==> config.mk <==
export PLATFORM = sky130hd
export DESIGN_NAME = frame_loader
export DESIGN_NICKNAME = d
export VERILOG_FILES = /design/src/rtl/frame_pkg.sv /design/src/rtl/frame_raster_counter.sv /design/src/rtl/frame_loader.sv
export SDC_FILE = /design/constraint.sdc
export NUM_CORES = 1
export LEC_CHECK = 0
export CORE_MARGIN = 3
export CORE_UTILIZATION = 53
export CTS_BUF_LIST = sky130_fd_sc_hd__clkbuf_2
export DETAILED_ROUTE_END_ITERATION = 12
export GPL_ROUTABILITY_DRIVEN = 0
export PLACE_DENSITY = 0.79
export SYNTH_ARGS = -nofsm -noshare
export SYNTH_HDL_FRONTEND = slang
export SYNTH_SLANG_ARGS = --single-unit
==> constraint.sdc <==
create_clock -name clk -period 2.22 [get_ports clk]
set_input_delay 0.333 -clock clk [delete_from_list [all_inputs] [get_ports clk]]
set_output_delay 0.333 -clock clk [all_outputs]
set_load 0.005 [all_outputs]
==> src/rtl/frame_pkg.sv <==
// Shared constants and the frame type handed from frame_loader to conv_layer.
package frame_pkg;
  localparam int IMG_SIZE = 5;
  localparam int IMG_CH   = 1;
  localparam int PX_W     = 8;
  localparam int FRAME_PX = IMG_SIZE * IMG_SIZE * IMG_CH;

  // Counter width for a range of n values, never narrower than one bit.
  function automatic int cnt_w(input int n);
    return (n <= 1) ? 1 : $clog2(n);
  endfunction

  localparam int ROW_W = cnt_w(IMG_SIZE);
  localparam int COL_W = cnt_w(IMG_SIZE);
  localparam int CH_W  = cnt_w(IMG_CH);

  // Indexed [row][col][ch], identical in layout to conv_layer img_in.
  typedef logic [IMG_SIZE-1:0][IMG_SIZE-1:0][IMG_CH-1:0][PX_W-1:0] frame_t;
endpackage

==> src/rtl/frame_raster_counter.sv <==
// Nested ch -> col -> row raster position counter; clear wins over advance.
module raster_counter
  import frame_pkg::*;
#(
  parameter int SIZE     = IMG_SIZE,
  parameter int CHANNELS = IMG_CH,
  parameter int RW       = cnt_w(SIZE),
  parameter int CW       = cnt_w(SIZE),
  parameter int HW       = cnt_w(CHANNELS)
) (
  input  logic          clk,
  input  logic          rst_n,
  input  logic          advance,
  input  logic          clear,
  output logic [RW-1:0] row,
  output logic [CW-1:0] col,
  output logic [HW-1:0] ch,
  output logic          last
);
  localparam logic [RW-1:0] ROW_MAX = RW'(SIZE - 1);
  localparam logic [CW-1:0] COL_MAX = CW'(SIZE - 1);
  localparam logic [HW-1:0] CH_MAX  = HW'(CHANNELS - 1);

  assign last = (row == ROW_MAX) && (col == COL_MAX) && (ch == CH_MAX);

  always_ff @(posedge clk) begin
    if (!rst_n || clear) begin
      row <= '0;
      col <= '0;
      ch  <= '0;
    end else if (advance) begin
      if (ch == CH_MAX) begin
        ch <= '0;
        if (col == COL_MAX) begin
          col <= '0;
          row <= (row == ROW_MAX) ? '0 : row + 1'b1;
        end else begin
          col <= col + 1'b1;
        end
      end else begin
        ch <= ch + 1'b1;
      end
    end
  end
endmodule

==> src/rtl/frame_loader.sv <==
// Ping-pong frame assembler: fills one bank from a raster stream while the
// other is presented to conv_layer until acknowledged.
module frame_loader
  import frame_pkg::*;
#(
  parameter int INPUT_SIZE     = IMG_SIZE,
  parameter int INPUT_CHANNELS = IMG_CH,
  parameter int PX_SIZE        = PX_W
) (
  input  logic clk,
  input  logic rst_n,
  input  logic [PX_SIZE-1:0] px_in,
  input  logic px_valid,
  input  logic px_last,
  output logic px_ready,
  output logic [INPUT_SIZE-1:0][INPUT_SIZE-1:0][INPUT_CHANNELS-1:0][PX_SIZE-1:0] frame_out,
  output logic frame_valid,
  input  logic frame_ack,
  output logic frame_err
);
  localparam int RW = cnt_w(INPUT_SIZE);
  localparam int CW = cnt_w(INPUT_SIZE);
  localparam int HW = cnt_w(INPUT_CHANNELS);

  typedef logic [INPUT_SIZE-1:0][INPUT_SIZE-1:0][INPUT_CHANNELS-1:0][PX_SIZE-1:0] bank_t;

  bank_t          bank [2];
  logic [1:0]     bank_full;
  logic           wr_bank, rd_bank;
  logic [RW-1:0]  row;
  logic [CW-1:0]  col;
  logic [HW-1:0]  ch;
  logic           at_last, xfer, complete, early, ack;

  assign px_ready    = !bank_full[wr_bank];
  assign frame_valid = bank_full[rd_bank];
  assign frame_out   = bank[rd_bank];

  assign xfer     = px_valid && px_ready;
  assign complete = xfer && at_last;
  assign early    = xfer && px_last && !at_last;
  assign ack      = frame_ack && frame_valid;

  raster_counter #(
    .SIZE(INPUT_SIZE), .CHANNELS(INPUT_CHANNELS), .RW(RW), .CW(CW), .HW(HW)
  ) u_cnt (
    .clk(clk), .rst_n(rst_n), .advance(xfer), .clear(early),
    .row(row), .col(col), .ch(ch), .last(at_last)
  );

  // Completion only targets an empty wr_bank, so it can never collide with
  // an ack on the full rd_bank; both updates land in the same edge.
  always_ff @(posedge clk) begin
    if (!rst_n) begin
      bank[0]   <= '0;
      bank[1]   <= '0;
      bank_full <= 2'b00;
      wr_bank   <= 1'b0;
      rd_bank   <= 1'b0;
      frame_err <= 1'b0;
    end else begin
      if (xfer)
        bank[wr_bank][row][col][ch] <= px_in;
      if (ack) begin
        bank_full[rd_bank] <= 1'b0;
        rd_bank            <= !rd_bank;
      end
      if (complete) begin
        bank_full[wr_bank] <= 1'b1;
        wr_bank            <= !wr_bank;
      end
      if (early || (complete && !px_last))
        frame_err <= 1'b1;
    end
  end
endmodule

==> report_table.html, run 1 <==
<table>
<tr><th>Metric</th><th>Value</th></tr>
<tr><th colspan="2">Run status</th></tr>
<tr><td>Run status</td><td>finished with violations</td></tr>
<tr><td>Violations in the final reports</td><td>setup timing</td></tr>
<tr><th colspan="2">Timing</th></tr>
<tr><td>Setup ws final</td><td>-0.6429 ns</td></tr>
<tr><td>Final Hold Slack</td><td>0.1570 ns</td></tr>
<tr><td>Max Clk Rate</td><td>349.3 MHz</td></tr>
<tr><td>Slew @ Worst Pin</td><td>around 0.90 ns</td></tr>
<tr><td>Relative max-transition margin</td><td>0.3995</td></tr>
<tr><td>Final period util</td><td>1.290</td></tr>
<tr><td>Max Clock Skew</td><td>between 0.06 and 0.07 ns</td></tr>
<tr><td>Minimum period implied by the final worst setup slack</td><td>between 2 and 3 ns</td></tr>
<tr><td>Pins Over Slew Limit</td><td>0</td></tr>
<tr><td>Final hold violation count</td><td>0</td></tr>
<tr><td>Final setup violation count</td><td>269</td></tr>
<tr><td>Post-Route Setup TNS</td><td>-89.00 ns</td></tr>
<tr><td>Unrepaired setup endpoints after global routing</td><td>true</td></tr>
<tr><th colspan="2">Clock network</th></tr>
<tr><td>H-tree depth reported by CTS</td><td>3</td></tr>
<tr><td>Num Clock Sinks</td><td>412</td></tr>
<tr><td>Source-to-sink clock delay at the later pin of the worst-skew pair</td><td>1.00 ns</td></tr>
<tr><td>Clock tree from TritonCTS</td><td>built</td></tr>
<tr><td>CTS Root Buffer Type</td><td>clkbuf_2</td></tr>
<tr><td>CTS clk-pin slew, worst paths</td><td>~0.11 ns</td></tr>
<tr><td>Number of buffers on the longest clock path</td><td>3</td></tr>
<tr><td>Number of clock buffers inserted by TritonCTS</td><td>98</td></tr>
<tr><th colspan="2">Power</th></tr>
<tr><td>Maximum ir drop on the vdd rail</td><td>around 0.46 mV</td></tr>
<tr><td>Leakage power summed over all cells</td><td>around 10 nW</td></tr>
<tr><td>P per Cell Area</td><td>582.8 mW/mm2</td></tr>
<tr><td>Overall power of the completed layout</td><td>between 0.01 and 0.015 W</td></tr>
<tr><th colspan="2">Critical path</th></tr>
<tr><td>Crit path capture type</td><td>output pin</td></tr>
<tr><td>Critical Path Max Stage Delay</td><td>0.45 ns</td></tr>
<tr><td>CP Data Arrival Time</td><td>2.53 ns</td></tr>
<tr><td>Crit. path cell count</td><td>4</td></tr>
<tr><td>Path depth of the worst reg2reg path</td><td>6</td></tr>
<tr><td>Worst path cell trace</td><td>buf_12 -&gt; buf_4 -&gt; mux2_2 -&gt; clkdlybuf4s50_1</td></tr>
<tr><td>Critical path class</td><td>flop to output pin</td></tr>
<tr><td>Slowest stage cell, crit path</td><td>clkdlybuf4s50_1</td></tr>
<tr><td>CP startpoint kind</td><td>flop</td></tr>
<tr><td>Buffering stage count on the worst path with inverters included</td><td>3</td></tr>
<tr><td>Crit path max fanout</td><td>12</td></tr>
<tr><td>Kind of cell with the highest combined delay on the critical path</td><td>buffers and inverters</td></tr>
<tr><td>Req. time, crit path</td><td>about 1.9 ns</td></tr>
<tr><th colspan="2">Synthesis</th></tr>
<tr><td>Number of unique standard cell types used by synthesis</td><td>39</td></tr>
<tr><td>Sequential cell area fraction in the yosys report</td><td>0.6357</td></tr>
<tr><td>Synthesized net count</td><td>between 1000 and 1500</td></tr>
<tr><td>Cell taking the most area after synthesis</td><td>edfxtp_1</td></tr>
<tr><td>Warning count from the yosys run</td><td>0</td></tr>
<tr><td>Main flop type after synthesis</td><td>edfxtp_1</td></tr>
<tr><td>Synth top cells by count</td><td>400 x and2_1, 400 x edfxtp_1, 201 x mux2_2</td></tr>
<tr><td>Fraction of synthesis flops using an asynchronous set or reset pin</td><td>0</td></tr>
<tr><td>Cell area after synthesis</td><td>between 0.015 and 0.02 mm2</td></tr>
<tr><td>Synth top area share</td><td>0.6232</td></tr>
<tr><td>Number of synthesized flops with an enable pin</td><td>400</td></tr>
<tr><td>Mapped Cells</td><td>between 1000 and 1500</td></tr>
<tr><td>Cell types occupying the most area after synthesis</td><td>edfxtp_1 62%, and2_1 13%, mux2_2 12%</td></tr>
<tr><td>Syn Area/Cell</td><td>15.13 um2</td></tr>
<tr><td>Synthesis-stage register bit count</td><td>between 400 and 500</td></tr>
<tr><th colspan="2">Global routing</th></tr>
<tr><td>Total routing usage reported by global routing</td><td>0.2350</td></tr>
<tr><td>Vias in the first global route</td><td>~12000</td></tr>
<tr><td>Maximum number of pins on one net before global-route repair</td><td>36</td></tr>
<tr><td>Wire length of the first global-routing pass</td><td>about 70000 um</td></tr>
<tr><td>Initial antenna violation count</td><td>2</td></tr>
<tr><td>Remaining Overflow, GRT</td><td>0</td></tr>
<tr><th colspan="2">Routing</th></tr>
<tr><td>Wire per inst</td><td>20.91 um</td></tr>
<tr><td>Antenna viol nets, final</td><td>0</td></tr>
<tr><td>Number of violations reported at the end of detailed-routing iteration 0</td><td>approximately 710</td></tr>
<tr><td>Vias per cell</td><td>approximately 5.3</td></tr>
<tr><td>DRC viols</td><td>0</td></tr>
<tr><td>DRT Pass-1 Iters</td><td>5</td></tr>
<tr><td>Vias</td><td>between 10000 and 15000</td></tr>
<tr><td>Total Wirelength</td><td>about 48000 um</td></tr>
<tr><th colspan="2">Placement</th></tr>
<tr><td>DP Cell Count</td><td>2032</td></tr>
<tr><td>Number of buffers added on ports</td><td>between 200 and 250</td></tr>
<tr><td>Detail Placement HPWL</td><td>29350 um</td></tr>
<tr><td>Post-place setup slack</td><td>-0.1131 ns</td></tr>
<tr><th colspan="2">Flow run</th></tr>
<tr><td>Max-cap violations</td><td>0</td></tr>
<tr><th colspan="2">Floorplanning</th></tr>
<tr><td>Initial cell density of the core</td><td>0.5392</td></tr>
<tr><td>Die Footprint</td><td>0.03869 mm2</td></tr>
<tr><td>DIE HEIGHT</td><td>196.7 um</td></tr>
<tr><td>FP Rows</td><td>just under 70</td></tr>
<tr><td>Placeable core region</td><td>0.03574 mm2</td></tr>
<tr><td>Width of the die</td><td>roughly 200 um</td></tr>
<tr><td>IO Pins</td><td>between 200 and 250</td></tr>
<tr><th colspan="2">Worst hold path</th></tr>
<tr><td>Hold Path Cell Cnt</td><td>2</td></tr>
<tr><td>Classification of the worst-slack hold path</td><td>input pin to flop</td></tr>
<tr><th colspan="2">Final layout</th></tr>
<tr><td>Area growth from synthesis to layout</td><td>30.39%</td></tr>
<tr><td>Fin nets</td><td>around 1800</td></tr>
<tr><td>Fraction of layout cells with a size suffix above 1</td><td>0.4127</td></tr>
<tr><td>Final instance count without filler cells</td><td>~2300</td></tr>
</table>
power by group:
| part | leakage (nW) | switching [W] | internal, W | total, W |
|---|---|---|---|---|
| clock network | 0.653 | 0.00292 | 0.00181 | 0.00473 |
| registers | 4.22 | 0.0000885 | 0.00875 | 0.00884 |
| logic | 5.49 | 0.000571 | 0.000511 | 0.00108 |
per-layer routing:
metal	global-route usage	vias up	part of all wire
met5	0	-	0
met4	0.08580	0	0.026
met2	0.3976	398	0.50
met1	0.3016	5977	0.41
met3	0.05077	97	0.062
li1	-	5588	-
area by class of cell:
class,instances,area (um2)
diodes,2,5.005
clock inverters,29,140.1
well taps,461,576.8
inverters,10,40.04
fillers,2354,10610
flip-flops and latches,412,12260
multi-input cells,765,7017
repair buffers,458,4385
clock buffers,141,705.7
registers in the layout (all words and copies together), names as in the netlist, named ones only:
| name | count |
|---|---|
| frame_err | 1 |
| wr_bank | 1 |
| u_cnt.col | 3 |
| rd_bank | 1 |
| bank | 400 |
| bank_full | 2 |
| u_cnt.row | 3 |
worst paths after layout:
check | endpoint | slack, ns | start
min | bank[0][148] | 0.16 | px_in[4]
max | frame_out[157] | -0.64 | flop
max reg2reg | bank[0][159] | -0.06 | wr_bank
min reg2reg | bank_full[0] | 0.56 | bank_full[0]
stage by stage:
step,cell area [um2],utilization
2_1_floorplan,19270,-
3_3_place_gp,23260,0.6508
3_5_place_dp,23260,0.6508
4_1_cts,24370,0.6820
5_1_grt,25130,0.7031
6_report,25130,0.7031
kinds of logic after synthesis:
kind of cell / after synthesis / synth area share
simple gates: 533 / 0.2138
fa+ha+maj: 4 / 0.002597
compound gates: 25 / 0.008245
mux: 202 / 0.1182
buf+inv: 98 / 0.02149
flops: 412 / 0.6357
timing repair:
action                                  4_1_cts  5_1_grt
endpoints found under the hold margin       153        0
hold buffers                                 11        0
buffers inserted                              6       47
endpoints found under the setup margin      206      381
gates resized for setup                     131      317
cloned                                        2        9
worst reg2reg max path, cell delays in order (launching register included):
cell      delay [ns]
dfxtp_4         0.36
buf_4           0.15
buf_4           0.17
or4b_4          0.68
nor4_4          0.29
nand2b_1        0.19
buf_12          0.14
placed cells by master, fill, tap and decap left out, types with 4 or more instances in the layout:
master	synthesis	layout
dlygate4sd2_1	0	19
buf_12	0	31
dlymetal6s2s_1	0	34
buf_8	0	6
clkbuf_2	0	212
nor4_2	4	4
buf_2	16	9
buf_6	3	21
nor4_4	46	46
clkbuf_16	0	8
or4b_4	4	4
a21oi_1	9	9
clkdlybuf4s15_2	0	5
dfxtp_1	12	9
dlygate4sd3_1	0	11
buf_4	1	176
mux2_4	1	103
buf_16	0	5
clkinv_1	0	23
and2_1	400	400
edfxtp_1	400	400
inv_2	2	4
o21ai_0	7	7
clkdlybuf4s15_1	0	13
mux2_2	201	99
clkdlybuf4s50_1	0	49
ha_1	4	4
nor3_1	4	4
nand2b_1	52	52
inv_1	8	8
(Power assumes the default switching activity.)
==> run 2, diff against run 1 <==
--- a/config.mk
+++ b/config.mk
@@ -5,7 +5,6 @@
 export SDC_FILE = /design/constraint.sdc
 export NUM_CORES = 1
 export LEC_CHECK = 0
-export CORE_MARGIN = 3
 export CORE_UTILIZATION = 53
 export CTS_BUF_LIST = sky130_fd_sc_hd__clkbuf_2
 export DETAILED_ROUTE_END_ITERATION = 12
==> run 2 against run 1 <==
Net effect:
- register-to-register slack improved by 0.08 ns
- the flow finishes with violations (DRC, setup timing)
- via count rose by 5.9%
- largest cell class unchanged
- die area fell by 4.0%
- highest routed layer unchanged
- critical endpoint is now frame_out[123]
==> report_table.html, run 2 (synthesis results as in run 1) <==
<table>
<tr><th>Metric</th><th>Value</th></tr>
<tr><th colspan="2">Timing</th></tr>
<tr><td>Slew @ Worst Pin</td><td>0.9874 ns (was 0.9007 ns)</td></tr>
<tr><td>Max Clk Rate</td><td>371.4 MHz (was 349.3 MHz)</td></tr>
<tr><td>Post-Route Setup TNS</td><td>-72.32 ns (was -89.00 ns)</td></tr>
<tr><td>Final setup violation count</td><td>201 (was 269)</td></tr>
<tr><td>Final period util</td><td>1.213 (was 1.290)</td></tr>
<tr><td>Pins Over Slew Limit</td><td>0 (unchanged)</td></tr>
<tr><td>Relative max-transition margin</td><td>0.3417 (was 0.3995)</td></tr>
<tr><td>Setup ws final</td><td>-0.4724 ns (was -0.6429 ns)</td></tr>
<tr><td>Unrepaired setup endpoints after global routing</td><td>true (unchanged)</td></tr>
<tr><td>Final hold violation count</td><td>0 (unchanged)</td></tr>
<tr><td>Final Hold Slack</td><td>0.08178 ns (was 0.1570 ns)</td></tr>
<tr><td>Max Clock Skew</td><td>0.07700 ns (was 0.06964 ns)</td></tr>
<tr><td>Minimum period implied by the final worst setup slack</td><td>2.692 ns (was 2.863 ns)</td></tr>
<tr><th colspan="2">Clock network</th></tr>
<tr><td>Number of buffers on the longest clock path</td><td>3 (unchanged)</td></tr>
<tr><td>Clock tree from TritonCTS</td><td>built (unchanged)</td></tr>
<tr><td>Num Clock Sinks</td><td>412 (unchanged)</td></tr>
<tr><td>CTS Root Buffer Type</td><td>clkbuf_2 (unchanged)</td></tr>
<tr><td>H-tree depth reported by CTS</td><td>3 (unchanged)</td></tr>
<tr><td>Source-to-sink clock delay at the later pin of the worst-skew pair</td><td>0.95 ns (was 1.00 ns)</td></tr>
<tr><td>CTS clk-pin slew, worst paths</td><td>0.11 ns (about the same)</td></tr>
<tr><td>Number of clock buffers inserted by TritonCTS</td><td>100 (was 98)</td></tr>
<tr><th colspan="2">Global routing</th></tr>
<tr><td>Total routing usage reported by global routing</td><td>0.2805 (was 0.2350)</td></tr>
<tr><td>Remaining Overflow, GRT</td><td>0 (unchanged)</td></tr>
<tr><td>Maximum number of pins on one net before global-route repair</td><td>51 (was 36)</td></tr>
<tr><td>Initial antenna violation count</td><td>2 (unchanged)</td></tr>
<tr><td>Wire length of the first global-routing pass</td><td>76070 um (was 68740 um)</td></tr>
<tr><td>Vias in the first global route</td><td>13010 (was 12250)</td></tr>
<tr><th colspan="2">Routing</th></tr>
<tr><td>Vias per cell</td><td>5.463 (was 5.294)</td></tr>
<tr><td>Antenna viol nets, final</td><td>0 (unchanged)</td></tr>
<tr><td>Total Wirelength</td><td>53310 um (was 47630 um)</td></tr>
<tr><td>Vias</td><td>12770 (was 12060)</td></tr>
<tr><td>Wire per inst</td><td>22.80 um (was 20.91 um)</td></tr>
<tr><td>Number of violations reported at the end of detailed-routing iteration 0</td><td>962 (was 708)</td></tr>
<tr><td>DRC viols</td><td>29 (was 0)</td></tr>
<tr><td>DRT Pass-1 Iters</td><td>9 (was 5)</td></tr>
<tr><th colspan="2">Floorplanning</th></tr>
<tr><td>Initial cell density of the core</td><td>0.5405 (was 0.5392)</td></tr>
<tr><td>IO Pins</td><td>216 (unchanged)</td></tr>
<tr><td>Placeable core region</td><td>0.03566 mm2 (was 0.03574 mm2)</td></tr>
<tr><td>DIE HEIGHT</td><td>192.7 um (was 196.7 um)</td></tr>
<tr><td>Width of the die</td><td>192.7 um (was 196.7 um)</td></tr>
<tr><td>Die Footprint</td><td>0.03713 mm2 (was 0.03869 mm2)</td></tr>
<tr><td>FP Rows</td><td>69 (unchanged)</td></tr>
<tr><th colspan="2">Run status</th></tr>
<tr><td>Violations in the final reports</td><td>DRC, setup timing (was setup timing)</td></tr>
<tr><td>Run status</td><td>finished with violations (unchanged)</td></tr>
<tr><th colspan="2">Critical path</th></tr>
<tr><td>CP Data Arrival Time</td><td>2.36 ns (was 2.53 ns)</td></tr>
<tr><td>Crit path max fanout</td><td>6 (was 12)</td></tr>
<tr><td>Crit path capture type</td><td>output pin (unchanged)</td></tr>
<tr><td>CP startpoint kind</td><td>flop (unchanged)</td></tr>
<tr><td>Critical path class</td><td>flop to output pin (unchanged)</td></tr>
<tr><td>Req. time, crit path</td><td>1.89 ns (about the same)</td></tr>
<tr><th colspan="2">Final layout</th></tr>
<tr><td>Largest Register</td><td>bank (unchanged)</td></tr>
<tr><td>Fin nets</td><td>1829 (was 1762)</td></tr>
<tr><td>Most frequent cells in the layout</td><td>400 x and2_1, 400 x edfxtp_1, 214 x buf_6 (was 400 x and2_1, 400 x edfxtp_1, 212 x clkbuf_2)</td></tr>
<tr><td>Fraction of layout cells with a size suffix above 1</td><td>0.4989 (was 0.4127)</td></tr>
<tr><td>Fin util</td><td>0.7517 (was 0.7031)</td></tr>
<tr><td>Area growth from synthesis to layout</td><td>39.05% (was 30.39%)</td></tr>
<tr><td>Area occupied by multi-input gates</td><td>0.007311 mm2 (was 0.007017 mm2)</td></tr>
<tr><td>Storage cell area</td><td>0.01227 mm2 (was 0.01226 mm2)</td></tr>
<tr><td>Fill cell total of the finished layout</td><td>2045 (was 2354)</td></tr>
<tr><td>Largest registers ranked by flip-flop count</td><td>bank (400), u_cnt.col (3), u_cnt.row (3) (unchanged)</td></tr>
<tr><td>Number of flip-flops under the largest register name</td><td>400 (unchanged)</td></tr>
<tr><th colspan="2">Power</th></tr>
<tr><td>P per Cell Area</td><td>548.2 mW/mm2 (was 582.8 mW/mm2)</td></tr>
<tr><td>Leakage power summed over all cells</td><td>10.94 nW (was 10.37 nW)</td></tr>
<tr><td>Overall power of the completed layout</td><td>0.01469 W (was 0.01465 W)</td></tr>
<tr><td>Maximum ir drop on the vdd rail</td><td>0.3793 mV (was 0.4593 mV)</td></tr>
<tr><th colspan="2">Placement</th></tr>
<tr><td>Post-place setup slack</td><td>-0.05326 ns (was -0.1131 ns)</td></tr>
<tr><td>Number of buffers added on ports</td><td>215 (unchanged)</td></tr>
<tr><td>Detail Placement HPWL</td><td>29380 um (was 29350 um)</td></tr>
<tr><th colspan="2">Worst hold path</th></tr>
<tr><td>Classification of the worst-slack hold path</td><td>input pin to flop (unchanged)</td></tr>
<tr><th colspan="2">Flow run</th></tr>
<tr><td>Max-cap violations</td><td>0 (unchanged)</td></tr>
</table>
run 2: changes by cell type in the layout (fill, tap and decap cells not counted), moves of 21 or more:
| cell | previous run | this run |
|---|---|---|
| mux2_2 | 99 | 15 |
| clkbuf_2 | 212 | 186 |
| buf_6 | 21 | 214 |
| clkdlybuf4s50_1 | 49 | 3 |
| mux2_4 | 103 | 187 |
| dlymetal6s2s_1 | 34 | 1 |
| buf_4 | 176 | 155 |
run 2: layout make-up:
type                    count  share of cell area
clock inverters            21            0.003175
repair buffers            524              0.2160
well taps                 461             0.02152
diodes                      3           0.0002801
multi-input cells         764              0.2728
inverters                  10            0.001867
clock buffers             143             0.02670
flip-flops and latches    412              0.4577
run 2: metal layers:
layer | track usage | up-vias | wire length (um)
met5 | 0 | - | 0
met2 | 0.4909 | 534 | 27740
met1 | 0.3501 | 6415 | 20740
met3 | 0.05055 | 93 | 3632
met4 | 0.09176 | 0 | 1194
li1 | - | 5730 | -
run 2: power breakdown:
| group | switching [W] | internal, W | leakage [nW] |
|---|---|---|---|
| sequential | 0.000101 | 0.00875 | 4.22 |
| combinational | 0.000614 | 0.000608 | 6.08 |
| clock | 0.00292 | 0.00170 | 0.638 |
run 2: worst max-delay path, cell delays in order (launching register included):
cell and delay (ns):
dfxtp_4 0.37, buf_12 0.14, buf_12 0.14, buf_16 0.14, buf_8 0.12, buf_4 0.12
mux2_2 0.26, buf_2 0.13
run 2: final timing paths:
path | start | end | slack, ns | depth (start not counted)
max | flop | frame_out[123] | -0.47 | 7
min | px_last | frame_err | 0.08 | 3
max reg2reg | wr_bank | bank[1][80] | 0.02 | 6
min reg2reg | rd_bank | rd_bank | 0.50 | 1
run 2: through the flow:
step           cells  cell area [um2]
5_1_grt         2338            26800
2_1_floorplan   1274            19270
3_3_place_gp    2029            23280
3_5_place_dp    2029            23280
4_1_cts         2300            26090
6_report        2338            26800
run 2: repair_timing:
item / CTS / global route
cloned: 22 / 4
setup endpoints to repair: 203 / 219
hold endpoints to repair: 131 / 0
setup buffers: 78 / 38
gates resized for setup: 959 / 269
hold buffers: 8 / 0
